===== config.mk =====
export PLATFORM = sky130hd
export DESIGN_NAME = lfsr_generator
export DESIGN_NICKNAME = d
export VERILOG_FILES = /design/src/rtl/lfsr_generator_pkg.sv /design/src/rtl/lfsr_next.sv /design/src/rtl/lfsr_generator.sv
export SDC_FILE = /design/constraint.sdc
export NUM_CORES = 1
export LEC_CHECK = 0
export BUFFER_PORTS_ARGS = -buffer_cell sky130_fd_sc_hd__buf_2
export CORE_UTILIZATION = 35
export DETAILED_ROUTE_END_ITERATION = 10
export PLACE_DENSITY = 0.59
export SLEW_MARGIN = 40
export SYNTH_ARGS = -nofsm -noshare
export SYNTH_HDL_FRONTEND = slang
export SYNTH_SLANG_ARGS = --single-unit
export TNS_END_PERCENT = 10

===== constraint.sdc =====
create_clock -name clk -period 3.7 [get_ports clk]
set_clock_uncertainty 0.15 [all_clocks]
set_input_delay 0.555 -clock clk [delete_from_list [all_inputs] [get_ports clk]]
set_output_delay 0.555 -clock clk [all_outputs]
set_load 0.01 [all_outputs]

===== src/rtl/lfsr_generator_pkg.sv =====
// Shared LFSR definitions for the link self-test generator and checker.
// Polynomial x^8+x^4+x^3+x^2+1 in Galois form; both link ends import this package.
package lfsr_generator_pkg;

    localparam int unsigned LFSR_W    = 8;
    localparam int unsigned PCNT_W    = 8;
    localparam logic [7:0]  LFSR_TAPS = 8'h1C;

endpackage


===== src/rtl/lfsr_next.sv =====
// Combinational next-state function of the de Bruijn-extended Galois LFSR.
// Reused by the link checker so both ends step identically.
module lfsr_next
    import lfsr_generator_pkg::*;
(
    input  logic [LFSR_W-1:0] i_state,
    output logic [LFSR_W-1:0] o_next_c
);

    logic fb_c;

    // The all-zero-low-bits term splices 0x00 into the cycle, giving 256 states.
    always_comb begin
        fb_c     = i_state[LFSR_W-1] ^ (i_state[LFSR_W-2:0] == '0);
        o_next_c = {i_state[LFSR_W-2:0], fb_c} ^ (fb_c ? LFSR_TAPS : '0);
    end

endmodule


===== src/rtl/lfsr_generator.sv =====
// Transmit-side PRBS word source for the 8-bit link self-test.
// Optional error injection is compiled in when LFSR_ERR_INJECT_EN is defined.
module lfsr_generator
    import lfsr_generator_pkg::*;
#(
    parameter logic [7:0]  DEFAULT_SEED = 8'h01,
    parameter int unsigned PERIOD       = 256,
    parameter int unsigned CNT_W        = 16
) (
    input  logic             clk,
    input  logic             i_rst_n,
    input  logic             i_soft_reset,
    input  logic [7:0]       i_seed,
    input  logic             i_enable,
    input  logic             i_periodic,
    input  logic             i_inject_err,
    output logic [7:0]       o_lfsr,
    output logic             o_valid,
    output logic [CNT_W-1:0] o_word_count
);

    logic [LFSR_W-1:0] state_q, state_d;
    logic [LFSR_W-1:0] seed_q, seed_d;
    logic [PCNT_W-1:0] period_cnt_q, period_cnt_d;
    logic [CNT_W-1:0]  word_count_q, word_count_d;
    logic [LFSR_W-1:0] lfsr_q, lfsr_d;
    logic              valid_q, valid_d;
    logic [LFSR_W-1:0] next_c;
    logic [LFSR_W-1:0] mask_c;

    lfsr_next u_lfsr_next (
        .i_state  (state_q),
        .o_next_c (next_c)
    );

`ifdef LFSR_ERR_INJECT_EN
    logic inject_q, inject_d;

    // A pulse in an emission cycle arms the following word; repeated pulses merge.
    always_comb begin
        inject_d = inject_q | i_inject_err;
        if (i_soft_reset) begin
            inject_d = 1'b0;
        end else if (i_enable) begin
            inject_d = i_inject_err;
        end
        mask_c = inject_q ? LFSR_W'(1) : '0;
    end

    always_ff @(posedge clk or negedge i_rst_n) begin
        if (!i_rst_n) inject_q <= 1'b0;
        else          inject_q <= inject_d;
    end
`else
    logic unused_inject;
    assign unused_inject = i_inject_err;
    assign mask_c        = '0;
`endif

    always_comb begin
        state_d      = state_q;
        seed_d       = seed_q;
        period_cnt_d = period_cnt_q;
        word_count_d = word_count_q;
        lfsr_d       = lfsr_q;
        valid_d      = 1'b0;
        if (i_soft_reset) begin
            seed_d       = i_seed;
            state_d      = i_seed;
            period_cnt_d = '0;
            word_count_d = '0;
        end else if (i_enable) begin
            lfsr_d       = state_q ^ mask_c;
            valid_d      = 1'b1;
            word_count_d = word_count_q + CNT_W'(1);
            if (i_periodic && (period_cnt_q == PCNT_W'(PERIOD - 1))) begin
                state_d      = seed_q;
                period_cnt_d = '0;
            end else begin
                state_d      = next_c;
                period_cnt_d = period_cnt_q + PCNT_W'(1);
            end
        end
    end

    always_ff @(posedge clk or negedge i_rst_n) begin
        if (!i_rst_n) begin
            state_q      <= DEFAULT_SEED;
            seed_q       <= DEFAULT_SEED;
            period_cnt_q <= '0;
            word_count_q <= '0;
            lfsr_q       <= '0;
            valid_q      <= 1'b0;
        end else begin
            state_q      <= state_d;
            seed_q       <= seed_d;
            period_cnt_q <= period_cnt_d;
            word_count_q <= word_count_d;
            lfsr_q       <= lfsr_d;
            valid_q      <= valid_d;
        end
    end

    assign o_lfsr       = lfsr_q;
    assign o_valid      = valid_q;
    assign o_word_count = word_count_q;

endmodule


==> metrics list <==
- STA classifies the critical path startpoint as a register.
* Most used routing layer in global routing: met2
- Total of hold buffers inserted after clock tree synthesis: 0
- Critical path capture point type: register
- The flow ran to the end, and the final reports show no timing, DRC or antenna violations.
- Cell Area, Synth: 2283 um2
* Clock latency reported for the late side of the worst-skew pair: 0.30 ns
- In the global route stage, met2 resource usage came out at 21.48%.
* Post-synthesis net count: 235
* Routability Congestion: 0.7620
- Buffers placed on the I/O ports in this run total 37.
* Required time of the worst setup path: 3.73 ns
- Remaining max-slew budget at the tightest pin: 56.46%
- Sequential-to-total area share from yosys stat: 53.81%
* Horizontal die dimension: 82.77 um
- Once the floorplan was initialized, standard cells occupied 36.17% of the core.
- The tree built by TritonCTS fans out to 49 sinks.
* Area of the core: 6314 um2
* Reg2reg end: state_q[7]$_DFFE_PN0P_
- Static Leak: 0.001253 uW
- The repair_antennas step left the layout with diodes totalling 0.
- Post_cts resized: 0
- Max-cap viol count: 0
* Number of antenna violations at the first check in global routing: 0
- Final global-route overflow total: 0
* Std cell rows: 29
- Peak supply drop: 157.2 uV
- The cell sitting at the root of the clock tree is a clkbuf_8.
- Total setup violations reported at the end of the flow: 0
* Height of the chip: 82.77 um
- After clock tree synthesis, the setup repair step added 0 buffers.
* Clock input transition at the sequential cells of the worst setup and hold paths: 0.09 ns
* Setup Crit Path Kind: reg2reg
- For the worst flop-to-flop path, the logic depth is 5.
- Nets@finish: 273
- P per Cell Area: 404.3 nW/um2
- Vias in the first global route: 1599
- Setup crit start: period_cnt_q[0]$_DFFE_PN0P_
- For met1 alone, demand over resource in global routing was 20.65%.
* Top-level I/O count: 39
- From synthesis to final layout, the design area changed by 15.67%.
- Entering global routing, the biggest net connects 40 pins.
- No sink is reached through more buffers than the 2 on the longest clock path.
* Number of DRC markers after the initial detailed-route iteration: 99
- Design Area, Final: 2641 um2
* Drc violations: 0
* Met3 routing resource usage after global routing: 3.388%
* Pin slew with the least headroom to its limit: 0.6472 ns
- Overall die area: 6851 um2
* Syn avg cell area: 10.43 um2
- The number of hold violations in the final report was 0.
- The synthesized design contains 49 register bits.
* Post-place instance area: 2540 um2
* Distinct cell type count of the synthesized netlist: 38
- The count of pins over their slew limit was 0.
- The clock tree synthesis step divided the H-tree into 2 levels.
- The worst register-to-register path begins at period_cnt_q[0]$_DFFE_PN0P_.
* Clock tree from TritonCTS: done
* 1st-pass router iterations: 4
- Leaving out fill and tap cells, the most frequent cells in the layout are dfrtp_1, buf_2, nand2_1.
- Setup repair after global routing left no endpoint under its margin.
- Worst-path maximum fanout: 10
* Min Tclk post-route: 1.907 ns
* Highest clock rate: 524.3 MHz
* Worst R2R Setup Slack: 1.79 ns
- Overall fraction of global-route tracks in use: 14.59%
- Yosys warning count: 0
- Final worst-path cycle share: 51.55%
- Share of post-route cells with drive strength above 1: 25.19%
- TritonCTS created 5 clock buffers.
* Detailed Route WL: 4.651 mm
- Detailed placement ended at an HPWL of 3.104 mm.
* Setup tns final: 0 ns
- Routed length per placed instance: 13.88 um
- Summing over every cut layer, the via total after detailed routing is 1773.
* Number of nets still failing antenna checks after routing: 0
* Wire length of the first global-routing pass: 7.493 mm
- Number of standard cells after synthesis: 219
- Endpoint arrival time on the critical path: 1.93 ns
* Most common cell after layout, fill and taps aside: dfrtp_1
- In this run the worst setup path terminates at state_q[7]$_DFFE_PN0P_.
- Using the TritonRoute via totals, the vias-per-cell ratio works out to 5.293.
- The min-delay analysis places its worst path in the category in2async.
registers in the layout, indices dropped and copies added (netlist names):
register	flops
seed_q	8
o_valid	1
period_cnt_q	8
state_q	8
o_lfsr	8
o_word_count	16
worst min-delay path by stage:
stage / endpoint / slack, ns / cells past startpoint
floorplan: o_lfsr[0]$_DFFE_PN0P_ / 0.11 / 0
global placement: o_lfsr[4]$_DFFE_PN0P_ / 0.30 / 2
detailed placement: o_lfsr[1]$_DFFE_PN0P_ / 0.31 / 2
CTS: o_word_count[10]$_DFFE_PN0P_ / 0.06 / 1
global route: o_word_count[11]$_DFFE_PN0P_ / 0.07 / 1
finish: o_word_count[11]$_DFFE_PN0P_ / 0.05 / 1
synth_stat cells (all sizes together):
cell type | number | area share [%]
nand3 | 7 | 1.8
a22o | 2 | 0.77
or3 | 7 | 1.9
dfstp | 2 | 2.3
mux2 | 8 | 3.9
a21oi | 8 | 1.8
and4 | 3 | 1.3
nand2b | 1 | 0.27
nor2 | 20 | 3.4
buf | 6 | 1.6
ha | 2 | 1.1
and3 | 4 | 1.1
clkbuf | 3 | 0.49
xnor2 | 4 | 1.5
nand2 | 32 | 5.3
inv | 3 | 0.49
a22oi | 5 | 1.6
a41oi | 1 | 0.38
dfrtp | 47 | 52
nor4 | 1 | 0.27
or2 | 2 | 0.55
nand4 | 7 | 2.6
nor3 | 1 | 0.22
o31ai | 1 | 0.33
a311o | 2 | 0.88
o211ai | 2 | 0.66
xor2 | 10 | 3.8
o21ai | 14 | 3.1
a31oi | 6 | 1.6
mux2i | 8 | 3.5
where the power goes:
| group | internal, uW | leakage, uW | switching [uW] |
|---|---|---|---|
| clock | 169 | 0.0000542 | 174 |
| sequential | 574 | 0.000635 | 27.2 |
| combinational | 52.8 | 0.000564 | 70.6 |
| total | 796 | 0.00125 | 272 |
worst max-delay path, cell delays in order, from the launching register on:
cell     delay [ns]
dfrtp_1        0.39
ha_1           0.20
nand4_1        0.20
nor2_2         0.51
mux2i_1        0.25
o21ai_0        0.09
area by class of cell:
class / instances / area, um2
Sequential cell: 49 / 1229
Clock inverter: 1 / 5.005
Inverter: 3 / 11.26
Tap cell: 77 / 96.34
Fill cell: 656 / 3672
Multi-Input combinational cell: 158 / 996.0
Timing Repair Buffer: 40 / 207.7
Clock buffer: 7 / 96.34
per-layer routing:
layer / share of wire (%) / vias to the layer above
met5: 0 / -
met4: 1.6 / 0
met3: 4.4 / 6
met2: 45 / 42
met1: 49 / 873
li1: - / 852
cells by family (layout without fill, tap and decap cells):
| kind of cell | after synthesis | in the layout | synth area share [%] |
|---|---|---|---|
| adder cells (fa/ha/maj) | 2 | 2 | 1.096 |
| AND/OR/NAND/NOR | 85 | 85 | 18.58 |
| flip-flops | 49 | 49 | 53.81 |
| buffers and inverters | 12 | 51 | 2.576 |
| multiplexers | 16 | 16 | 7.452 |
| XOR/XNOR | 14 | 14 | 5.370 |
| AO/OA/AOI/OAI | 41 | 41 | 11.12 |
per-stage QoR:
step           utilization (%)  setup WS [ns]  total power (uW)  cells  hold slack, ns
3_5_place_dp             40.23          1.542             737.0    327          0.3079
2_1_floorplan                -          2.001             682.1    219          0.1094
4_1_cts                  41.84          1.818              1084    335         0.05674
3_3_place_gp             40.23          1.552             733.5    327          0.3043
6_report                 41.84          1.793              1068    335         0.04864
5_1_grt                  41.84          1.631              1126    335         0.07179
Note: power is estimated with default switching activity, not from simulation.
